## src/rtl/counter_pkg.sv

```systemverilog
`timescale 1ns/1ps
// -----------------------------------------------------------------------------
// counter_pkg
// Shared definitions for debounced_event_counter:
//   - edge_mode_e : which debounced transitions are counted
//   - db_state_e  : per-channel debounce FSM states
//   - edge_qualify: folds rise/fall pulses and the edge mode into one count pulse
// -----------------------------------------------------------------------------
package counter_pkg;

    typedef enum logic [1:0] {
        EDGE_NONE = 2'b00,
        EDGE_RISE = 2'b01,
        EDGE_FALL = 2'b10,
        EDGE_BOTH = 2'b11
    } edge_mode_e;

    typedef enum logic {
        DB_STABLE = 1'b0,   // synchronised input agrees with the accepted level
        DB_CHECK  = 1'b1    // input disagrees; timing how long it stays that way
    } db_state_e;

    function automatic logic edge_qualify(input edge_mode_e mode,
                                          input logic       rise,
                                          input logic       fall);
        logic hit;
        case (mode)
            EDGE_RISE: hit = rise;
            EDGE_FALL: hit = fall;
            EDGE_BOTH: hit = rise | fall;
            default:   hit = 1'b0;
        endcase
        return hit;
    endfunction

endpackage : counter_pkg

```

## src/rtl/debounce_channel.sv

```systemverilog
`timescale 1ns/1ps
// -----------------------------------------------------------------------------
// debounce_channel
// One input channel: SYNC_STAGES-flop synchroniser, then a STABLE/CHECK FSM
// that accepts a new level only after STABLE_CYCLES consecutive mismatching
// synchronised samples. Emits one-clock rise/fall pulses, aligned with the
// cycle in which the new level first appears on `level`.
//
// Ports:
//   clk   in  system clock, rising edge
//   rst   in  asynchronous active-low reset
//   inp   in  raw asynchronous, bouncy input
//   level out debounced level
//   rise  out one-clock pulse when level went 0->1
//   fall  out one-clock pulse when level went 1->0
// -----------------------------------------------------------------------------
module debounce_channel
    import counter_pkg::*;
#(
    parameter int SYNC_STAGES   = 2,
    parameter int STABLE_CYCLES = 4
) (
    input  logic clk,
    input  logic rst,
    input  logic inp,
    output logic level,
    output logic rise,
    output logic fall
);

    // Wide enough to hold STABLE_CYCLES itself, so STABLE_CYCLES=1 still gets a bit.
    localparam int            CW   = $clog2(STABLE_CYCLES + 1);
    localparam logic [CW-1:0] LAST = CW'(STABLE_CYCLES - 1);

    logic [SYNC_STAGES-1:0] sync_q;
    logic                   s;

    db_state_e              state_q, state_d;
    logic [CW-1:0]          cnt_q, cnt_d;
    logic                   level_q, level_d;
    logic                   rise_q, rise_d;
    logic                   fall_q, fall_d;
    logic                   toggle;

    assign s = sync_q[SYNC_STAGES-1];

    // State register
    always_ff @(posedge clk or negedge rst) begin
        if (!rst) begin
            sync_q  <= '0;
            state_q <= DB_STABLE;
            cnt_q   <= '0;
            level_q <= 1'b0;
            rise_q  <= 1'b0;
            fall_q  <= 1'b0;
        end else begin
            // NOTE: non-blocking so every flop samples pre-edge values; the sync chain depends on it.
            sync_q  <= {sync_q[SYNC_STAGES-2:0], inp};
            state_q <= state_d;
            cnt_q   <= cnt_d;
            level_q <= level_d;
            rise_q  <= rise_d;
            fall_q  <= fall_d;
        end
    end

    // Next-state logic
    always_comb begin
        // NOTE: defaults first so every path assigns every signal and no latch is inferred.
        state_d = state_q;
        cnt_d   = cnt_q;
        toggle  = 1'b0;
        case (state_q)
            DB_STABLE: begin
                if (s != level_q) begin
                    if (STABLE_CYCLES == 1) begin
                        // A single mismatching sample is already a full window.
                        toggle = 1'b1;
                    end else begin
                        state_d = DB_CHECK;
                        cnt_d   = CW'(1);
                    end
                end
            end
            DB_CHECK: begin
                if (s == level_q) begin
                    // Input fell back before the window elapsed: a glitch.
                    state_d = DB_STABLE;
                    cnt_d   = '0;
                end else if (cnt_q == LAST) begin
                    toggle  = 1'b1;
                    state_d = DB_STABLE;
                    cnt_d   = '0;
                end else begin
                    cnt_d = cnt_q + 1'b1;
                end
            end
            default: begin
                state_d = DB_STABLE;
                cnt_d   = '0;
            end
        endcase
        level_d = level_q ^ toggle;
        rise_d  = toggle & ~level_q;
        fall_d  = toggle &  level_q;
    end

    // Outputs
    always_comb begin
        level = level_q;
        rise  = rise_q;
        fall  = fall_q;
    end

endmodule : debounce_channel

```

## src/rtl/debounced_event_counter.sv

```systemverilog
`timescale 1ns/1ps
// -----------------------------------------------------------------------------
// debounced_event_counter
// CHANNELS independent debounced inputs, each counting qualified edges in a
// WIDTH-bit counter that wraps (SATURATE=0) or holds at all-ones (SATURATE=1),
// with a sticky overflow flag per channel.
//
// Ports:
//   clk       in  system clock, rising edge
//   rst       in  asynchronous active-low reset
//   inp       in  [CHANNELS]        raw bouncy inputs
//   enable    in  global count enable (debouncing always runs)
//   edge_mode in  [2]               EDGE_NONE/RISE/FALL/BOTH for all channels
//   clear     in  [CHANNELS]        synchronous clear of count and overflow
//   level     out [CHANNELS]        debounced levels
//   out       out [CHANNELS*WIDTH]  counts, channel k at [k*WIDTH +: WIDTH]
//   overflow  out [CHANNELS]        sticky overflow flags
// -----------------------------------------------------------------------------
module debounced_event_counter
    import counter_pkg::*;
#(
    parameter int CHANNELS      = 2,
    parameter int WIDTH         = 4,
    parameter int STABLE_CYCLES = 4,
    parameter int SYNC_STAGES   = 2,
    parameter int SATURATE      = 0
) (
    input  logic                      clk,
    input  logic                      rst,
    input  logic [CHANNELS-1:0]       inp,
    input  logic                      enable,
    input  logic [1:0]                edge_mode,
    input  logic [CHANNELS-1:0]       clear,
    output logic [CHANNELS-1:0]       level,
    output logic [CHANNELS*WIDTH-1:0] out,
    output logic [CHANNELS-1:0]       overflow
);

    localparam logic [WIDTH-1:0] CNT_MAX = '1;

    edge_mode_e          mode;
    logic [CHANNELS-1:0] rise, fall, edge_hit;

    logic [WIDTH-1:0]    cnt_q [CHANNELS];
    logic [WIDTH-1:0]    cnt_d [CHANNELS];
    logic [CHANNELS-1:0] ovf_q, ovf_d;

    assign mode = edge_mode_e'(edge_mode);

    for (genvar k = 0; k < CHANNELS; k++) begin : g_ch
        debounce_channel #(
            .SYNC_STAGES   (SYNC_STAGES),
            .STABLE_CYCLES (STABLE_CYCLES)
        ) u_debounce (
            .clk   (clk),
            .rst   (rst),
            .inp   (inp[k]),
            .level (level[k]),
            .rise  (rise[k]),
            .fall  (fall[k])
        );

        // Mode is applied combinationally to the registered pulses, so changing
        // edge_mode alone can never create a pulse.
        assign edge_hit[k]               = edge_qualify(mode, rise[k], fall[k]);
        assign out[k*WIDTH +: WIDTH]     = cnt_q[k];
    end

    // Clear beats counting; an edge arriving with clear is dropped.
    always_comb begin
        for (int k = 0; k < CHANNELS; k++) begin
            cnt_d[k] = cnt_q[k];
            ovf_d[k] = ovf_q[k];
            if (clear[k]) begin
                cnt_d[k] = '0;
                ovf_d[k] = 1'b0;
            end else if (edge_hit[k] && enable) begin
                if (cnt_q[k] != CNT_MAX) begin
                    cnt_d[k] = cnt_q[k] + 1'b1;
                end else begin
                    ovf_d[k] = 1'b1;
                    if (SATURATE == 0) begin
                        cnt_d[k] = '0;
                    end
                end
            end
        end
    end

    always_ff @(posedge clk or negedge rst) begin
        if (!rst) begin
            for (int k = 0; k < CHANNELS; k++) begin
                cnt_q[k] <= '0;
            end
            ovf_q <= '0;
        end else begin
            for (int k = 0; k < CHANNELS; k++) begin
                cnt_q[k] <= cnt_d[k];
            end
            ovf_q <= ovf_d;
        end
    end

    assign overflow = ovf_q;

endmodule : debounced_event_counter

```

## config.mk

```make
export PLATFORM = sky130hd
export DESIGN_NAME = debounced_event_counter
export DESIGN_NICKNAME = d
export VERILOG_FILES = /design/src/rtl/counter_pkg.sv /design/src/rtl/debounce_channel.sv /design/src/rtl/debounced_event_counter.sv
export SDC_FILE = /design/constraint.sdc
export NUM_CORES = 1
export LEC_CHECK = 0
export BUFFER_PORTS_ARGS = -buffer_cell sky130_fd_sc_hd__buf_2
export CORE_ASPECT_RATIO = 0.6
export CORE_UTILIZATION = 40
export DETAILED_ROUTE_END_ITERATION = 7
export SLEW_MARGIN = 20
export SYNTH_ARGS = -nofsm -noshare
export SYNTH_HDL_FRONTEND = slang
export SYNTH_SLANG_ARGS = --single-unit
```

## constraint.sdc

```tcl
create_clock -name clk -period 2.21 [get_ports clk]
set_input_delay 0.442 -clock clk [delete_from_list [all_inputs] [get_ports clk]]
set_output_delay 0.442 -clock clk [all_outputs]
set_load 0.02 [all_outputs]
```

Word level (Yosys, flattened, before mapping)

Cells that the tools add are included.

$add $sub $neg: 4
Equal/unequal tests: 15
Mux-type cells: 36
Bitwise operators: 12
Reductions and logical operators: 6

Operators by type and width:

| operator                                                                | count |
|---|---|
| 4-bit 2-to-1 mux                                                        | 6 |
| 1-bit 2-to-1 mux                                                        | 18 |
| 3-bit 2-to-1 mux                                                        | 6 |
| 3-bit case mux with 2 select lines                                      | 2 |
| 4-bit by 1-bit adder with 4-bit output, second input constant           | 2 |
| 4-bit inequality test, second input constant                            | 2 |
| 3-bit by 1-bit adder with 3-bit output, second input constant           | 2 |
| 3-bit by 2-bit == test with 1-bit output, second input constant         | 2 |
| 1-bit case mux with 3 select lines                                      | 2 |
| 1-bit bitwise AND                                                       | 4 |
| 2-bit == test, second input constant                                    | 2 |
| 2-bit by 1-bit inequality test with 1-bit output, second input constant | 2 |
| 2-bit inequality test, second input constant                            | 2 |
| 1-bit inverter                                                          | 4 |
| 1-bit case mux with 2 select lines                                      | 2 |
| 2-bit AND reduction                                                     | 2 |
| 2-bit nonzero test                                                      | 2 |
| 1-bit == test                                                           | 2 |
| 2-bit by 1-bit == test with 1-bit output, second input constant         | 1 |
| 1-bit logical AND                                                       | 2 |
| 1-bit inequality test                                                   | 2 |
| 1-bit bitwise OR                                                        | 2 |
| 1-bit XOR                                                               | 2 |

Flip-flop bits (word level): 28
Input port bits: 9
Output and inout bits: 12
Logic and storage cells: 89

Logic depth before layout (Yosys ltp)

Gate-level depths: netlist of the first run.

Depth in word-level cells: 5
Depth in mapped cells: 5
Depth with buffers taken out: 5

Modules after synthesis

From an unflattened synthesis of the first run, not the netlist that was laid out.

Cell total of the unflattened synthesis: 111
Area, all modules: 1261.2 µm²

By module, submodules not included:

| module                  | times used | cells each | area an instance (µm²) | seq. area each (µm²) |
|---|---|---|---|---|
| debounce_channel        | 2          | 28         | 361.6                  | 225.2 |
| debounced_event_counter | 1          | 55         | 538.0                  | 250.2 |

Least setup slack after synthesis of the first run

Ideal clock, no wire load.

Kind: register to register
Start point: register cnt_q, in the netlist out[0]
End point: register cnt_q, in the netlist out[0]
Library setup time: 77 ps
Arrival time: 1398 ps
Required time: 2133 ps
Setup slack: 735 ps
Cell stages (with the launch flop): 5
Path buffers: 0
Clock period less this slack: 1475 ps
Cell sequence: dfrtp_1 > ha_1 > and3_1 > or4_1 > a21oi_1

Longest elaborated chain between the ends: 4
Elaborated cells on any way between the ends: 5
Those cells by class: 1 x add/sub; 1 x eq/ne; 3 x mux

Ends and longest elaborated chain:

| element                                                                                | line                                                         | RTL |
|---|---|---|
| start, declared                                                                        | debounced_event_counter.sv:44                                | `logic [WIDTH-1:0] cnt_q [CHANNELS];` |
| start signal, assigned by index                                                        | debounced_event_counter.sv:98                                | `cnt_q[k] <= cnt_d[k];` |
| 4-bit by 1-bit adder with 4-bit output / 4-bit inequality test (equally long branches) | debounced_event_counter.sv:79, debounced_event_counter.sv:78 |  |
| 4-bit 2-to-1 mux *                                                                     | debounced_event_counter.sv:78                                | `if (cnt_q[k] != CNT_MAX) begin` |
| 4-bit 2-to-1 mux *                                                                     | debounced_event_counter.sv:77                                | `end else if (edge_hit[k] && enable) begin` |
| 4-bit 2-to-1 mux *                                                                     | debounced_event_counter.sv:74                                | `if (clear[k]) begin` |

Mark *: on every way between the ends. The rest lies on a longest branch, timed or not. The select of a mux whose other input is x is not followed.
A chain may end at the register's enable or synchronous reset.

Final worst setup path of the first run

Ends and elaborated chain as after synthesis.

==> results.ini, run 1 <==
[outcome]
status=completed

[power]
power_density_mw_per_mm2=925.3
ir_drop_mv=0.4306
power_leakage_nw=0.7304

[routing]
ant_nets=0
drc=0
routed_via_density=5.149
dr.pass1.iters=5
initialDrtViolationCount=46
wl_per_cell_um=12.63
wl_um=2198
via_count=896

[floorplan]
coreArea_mm2=0.002947
die_x_um=74.92
die_h_um=45.76
die-area_mm2=0.003428
rows=15
ios=21
initial_utilization_pct=43.31

[worst_setup_path]
crit_arrival_ns=1.71
critical_path_required_ns=2.41
max_stage_delay_ns=0.44
reg2reg_depth=4
critical_path_class=reg2reg
crit_slowest_cell=dfrtp_1
rrSetupSlack_ns=0.70
reg2reg_from=out[0]
crit_chain=ha_1 > and3_1 > or4_1 > a21oi_1
path_max_fanout=6
start_kind=flop
critical_path.endpoint_type=flop
worstReg2RegEnd=out[0]

[global_route]
grt_pass1_vias=793
grt_max_degree=29
grt.total_usage_pct=14.87
antenna_found_initial=0
grt_overflow=0
grt_pass1_wl_um=3677

[placement]
gp_congestion=0.7913
hpwl_um=1647
io_buffers=20

[finish]
antenna_cells=0
nNetsFinal=150
n_fill_cell=271
syn2layout_area_growth_pct=15.49
drive_above_1_share_pct=20.45

[synth]
avgSynthCellArea_um2=11.50
synth.distinct_cells=32
synth_most_common_cell=dfrtp_1
synth-edff-count=0
synthCells=111
yosys-top-cells-area=dfrtp_1 55%, ha_1 7.8%, a21oi_1 3.9%
ys_ff_latch=28
synth_seq_area_share_pct=54.90
synth_area_mm2=0.001276
async_reset_ff_share_pct=100.0
yosysWarnings=0
syn_nets=128
synth_top_area_cell=dfrtp_1
synth_common_cells=28 x dfrtp_1, 10 x a21oi_1, 8 x ha_1
synth_flop_cell=dfrtp_1
synth_top_area_share_pct=54.90

[sta]
rsz0062_at_grt=false
period_share_pct=68.52
skew_ns=0.002694
min_period_ns=1.514
hold_viol_final=0
tns_ns=0
tightest_slew_ns=0.5929
finalMaxSlewViolations=0
fmax_mhz=660.4
whs_ns=0.1633
setup_viol=0
worst_slew_margin_rel_pct=60.47

[clock_network]
ctsResizeCount=0
cts_tree=done
clkTransAtPathRegs_ns=0.09
cts-root-buf=clkbuf_8
cts_num_sinks=28
h-tree-depth=1
ctsHoldBuffers=0
cts_buffers=3
cts_max_path_buffers=2
clk_latency_ns=0.27
post_cts.repair.setup_buffers=0

[hold_path]
hold_path_class=in2async

[flow_run]
drv_cap=0

stage by stage:
step	cell area (µm²)	util [%]	worst slack [ns]	total power [mW]	cells
final	1474	50.02	0.6958	1.364	174
after global routing	1474	50.02	0.5945	1.457	174
after CTS	1474	50.02	0.7057	1.382	174
after detailed placement	1403	47.60	0.7382	0.9860	170
after global placement	1403	47.60	0.7676	0.9649	170
after floorplan	1276	-	0.7350	0.9122	111
placed cells by master (no fill, tap or decap), drive strengths merged, types with 2 or more instances in the layout:
cell type,synthesis,layout
a31oi,3,3
dfrtp,28,28
nor3b,2,2
a22oi,2,2
xor2,2,2
xnor2,2,2
a22o,2,2
or4,2,2
o21a,4,4
inv,6,6
and3,5,5
buf,3,20
nor2b,3,3
a21oi,10,10
nand3b,2,2
nor2,5,5
nand3,4,4
nand2,3,3
clkbuf,0,3
o21ai,6,6
ha,8,8
report_power, final:
group / internal (mW) / switching [mW]
Sequential: 0.588 / 0.0850
Clock: 0.242 / 0.153
Combinational: 0.132 / 0.164
Total: 0.962 / 0.402
worst max path at each step:
stage / slack (ns) / end / startpoint / cells past startpoint
after global placement: 0.77 / out[0] / out[0] / 4
after CTS: 0.71 / out[0] / out[0] / 4
final: 0.70 / out[0] / out[0] / 4
after detailed placement: 0.74 / out[0] / out[0] / 4
after floorplan: 0.73 / out[0] / out[0] / 4
after global routing: 0.59 / out[0] / out[0] / 4
worst max-delay path: cells and delay by family (launching register included):
kind	cells	cell delay [ns]
fa+ha+maj	1	0.25
compound gates	1	0.15
simple gates	2	0.59
flops	1	0.44
final cells by class:
| cell class | count | area [µm²] | area share [%] |
|---|---|---|---|
| flip-flops and latches | 28 | 700.7 | 47.54 |
| multi-input cells | 74 | 521.8 | 35.40 |
| repair buffers | 20 | 100.1 | 6.791 |
| well taps | 42 | 52.55 | 3.565 |
| clock buffers | 3 | 41.29 | 2.801 |
| clock inverters | 1 | 30.03 | 2.037 |
| inverters | 6 | 27.53 | 1.868 |
kinds of logic after synthesis:
family / Yosys count / share of synthesized area [%]
compound gates: 31 / 15.88
fa+ha+maj: 8 / 7.843
xor+xnor: 4 / 2.746
buf+inv: 9 / 4.216
simple gates: 30 / 13.53
mux: 1 / 0.8823
flops: 28 / 54.90
flip-flops by register name, summed over array words and instances, names as in the netlist:
signal                   cells
g_ch.u_debounce.cnt_q        6
overflow                     2
g_ch.u_debounce.rise         2
g_ch.u_debounce.fall         2
out                          8
g_ch.u_debounce.state_q      2
g_ch.u_debounce.level        2
g_ch.u_debounce.sync_q       4
layer usage:
metal | routed length [µm] | GRT usage (%) | vias up
met5 | 0 | 0 | -
met4 | 8 | 3.396 | 0
met1 | 1152 | 21.27 | 436
li1 | - | - | 446
met2 | 951 | 21.44 | 12
met3 | 85 | 5.531 | 2
No activity file was read; power rests on OpenSTA's default activity.
==> run 2, diff against run 1 <==
Clock period 2.21 ns to 1.5 ns, I/O delays scaled along.
==> run 2 against run 1 <==
Effect of this change:
- clock-buffer cell count stayed put
- global-route usage is 0.32 points higher
- wire length is 3.7% higher
- die area stayed put
- highest routed layer unchanged
- critical path type unchanged
- design area is 3.2% higher
==> results.ini, run 2 (same netlist as run 1, synthesis figures left out) <==
[clock_network]
cts_max_path_buffers=2  ; unchanged
clkTransAtPathRegs_ns=0.09  ; about the same
cts_buffers=3  ; unchanged
h-tree-depth=1  ; unchanged
ctsHoldBuffers=0  ; unchanged
cts_tree=done  ; unchanged
clk_latency_ns=0.27  ; about the same
cts-root-buf=clkbuf_8  ; unchanged
cts_num_sinks=28  ; unchanged

[worst_setup_path]
path_depth=4  ; unchanged
cp.buffers_inverters=0  ; unchanged
cp_top_family=simple AND/OR/NAND/NOR gates  ; unchanged
critical_path.endpoint_type=flop  ; unchanged
rrSetupSlack_ns=0.08  ; was 0.70 ns
critical_path_class=reg2reg  ; unchanged
reg2reg_depth=4  ; unchanged
crit_chain=ha_1 > and3_1 > or4_1 > a21oi_1  ; unchanged
worstReg2RegEnd=out[0]  ; unchanged
path_max_fanout=3  ; was 6
critical_path_required_ns=1.70  ; was 2.41 ns
crit_arrival_ns=1.62  ; was 1.71 ns
start_kind=flop  ; unchanged
reg2reg_from=out[0]  ; unchanged
max_stage_delay_ns=0.39  ; was 0.44 ns
crit_slowest_cell=dfrtp_1  ; unchanged

[outcome]
status=completed  ; unchanged

[floorplan]
coreArea_mm2=0.002947  ; unchanged
die_h_um=45.76  ; unchanged
ios=21  ; unchanged
rows=15  ; unchanged
initial_utilization_pct=43.31  ; unchanged
die_x_um=74.92  ; unchanged
die-area_mm2=0.003428  ; unchanged

[placement]
hpwl_um=1723  ; was 1647 µm
gp_congestion=0.8231  ; was 0.7913
io_buffers=20  ; unchanged
dp.cells=174  ; was 170

[routing]
drc=0  ; unchanged
initialDrtViolationCount=70  ; was 46
via_count=948  ; was 896
wl_um=2280  ; was 2198 µm
dr.pass1.iters=4  ; was 5
routed_via_density=5.267  ; was 5.149
wl_per_cell_um=12.67  ; was 12.63 µm
ant_nets=0  ; unchanged

[power]
ir_drop_mv=0.7644  ; was 0.4306 mV
power_leakage_nw=0.7626  ; was 0.7304 nW
power_density_mw_per_mm2=1318  ; was 925.3 mW/mm²
finalPower_mw=2.005  ; was 1.364 mW

[sta]
finalMaxSlewViolations=0  ; unchanged
whs_ns=0.02974  ; was 0.1633 ns
hold_viol_final=0  ; unchanged
worst_slew_margin_rel_pct=59.02  ; was 60.47%
fmax_mhz=702.3  ; was 660.4 MHz
rsz0062_at_grt=false  ; unchanged
setup_viol=0  ; unchanged
skew_ns=0.004123  ; was 0.002694 ns
tns_ns=0  ; unchanged
min_period_ns=1.424  ; was 1.514 ns
period_share_pct=94.92  ; was 68.52%
tightest_slew_ns=0.6146  ; was 0.5929 ns

[finish]
final_common_cell=dfrtp_1  ; unchanged
final_cell_mix=28 x dfrtp_1, 20 x buf_2, 10 x a21oi_1, 8 x ha_1, 6 x buf_4  ; was 28 x dfrtp_1, 20 x buf_2, 10 x a21oi_1, 8 x ha_1
drive_above_1_share_pct=24.64  ; was 20.45%
syn2layout_area_growth_pct=19.22  ; was 15.49%
n_fill_cell=259  ; was 271
final_cells=180  ; was 174
antenna_cells=0  ; unchanged
nNetsFinal=156  ; was 150
largest_reg_flops=8  ; unchanged

[hold_path]
hold_path_class=in2async  ; unchanged

[global_route]
grt_max_degree=29  ; unchanged
use_met2_pct=22.16  ; was 21.44%
grt.total_usage_pct=15.19  ; was 14.87%
grt_overflow=0  ; unchanged
grt_pass1_wl_um=3746  ; was 3677 µm
antenna_found_initial=0  ; unchanged
use_met1_pct=21.67  ; was 21.27%
gr-max-usage-layer=met2  ; unchanged
met3_usage_pct=4.867  ; was 5.531%
grt_pass1_vias=813  ; was 793

[flow_run]
drv_cap=0  ; unchanged

run 2: cell count changes in the layout (fill, tap and decap cells not counted):
| cell | before | now |
|---|---|---|
| buf_4 | 0 | 6 |
| nor2b_1 | 3 | 2 |
| nor2b_2 | 0 | 1 |
run 2: worst register-to-register path: stages (launching register included):
cell,delay (ns)
dfrtp_1,0.39
ha_1,0.24
and3_1,0.20
or4_1,0.39
a21oi_1,0.13
run 2: power breakdown:
part / internal [mW] / switching (mW)
clock: 0.357 / 0.223
combinational: 0.199 / 0.240
sequential: 0.866 / 0.119
run 2: final cells by class:
class | count | area (µm²) | share of cell area, %
sequential | 28 | 700.7 | 46.05
multi-input combinational | 74 | 524.3 | 34.46
timing repair buffer | 26 | 145.1 | 9.539
tap | 42 | 52.55 | 3.454
clock buffer | 3 | 41.29 | 2.714
clock inverter | 1 | 30.03 | 1.974
inverter | 6 | 27.53 | 1.809
run 2: per-layer routing:
layer  routed length (µm)  up-vias  part of all wire (%)
li1                     -      455                     -
met2                 1000       30                    44
met3                  127        2                   5.6
met4                   12        0                  0.53
met5                    0        -                     0
met1                 1140      461                    50
run 2: what timing repair did:
item | 4_1_cts | 5_1_grt
endpoints found under the setup margin | 0 | 3
gates resized for setup | 0 | 1
setup buffers | 0 | 2
run 2: worst max path at each step:
stage	from	to
floorplan	out[0]	out[0]
global placement	out[5]	out[4]
detailed placement	out[1]	out[0]
CTS	out[1]	out[0]
global route	g_ch[1].u_debounce.cnt_q[0]	g_ch[1].u_debounce.level
finish	out[0]	out[0]
run 2: stage by stage:
| stage | area (µm²) | worst slack, ns | util [%] |
|---|---|---|---|
| 6_report | 1521 | 0.07618 | 51.63 |
| 5_1_grt | 1521 | 0.01376 | 51.63 |
| 4_1_cts | 1504 | 0.05134 | 51.04 |
| 3_5_place_dp | 1433 | 0.07509 | 48.62 |
| 3_3_place_gp | 1433 | 0.1121 | 48.62 |
| 2_1_floorplan | 1276 | 0.02497 | - |
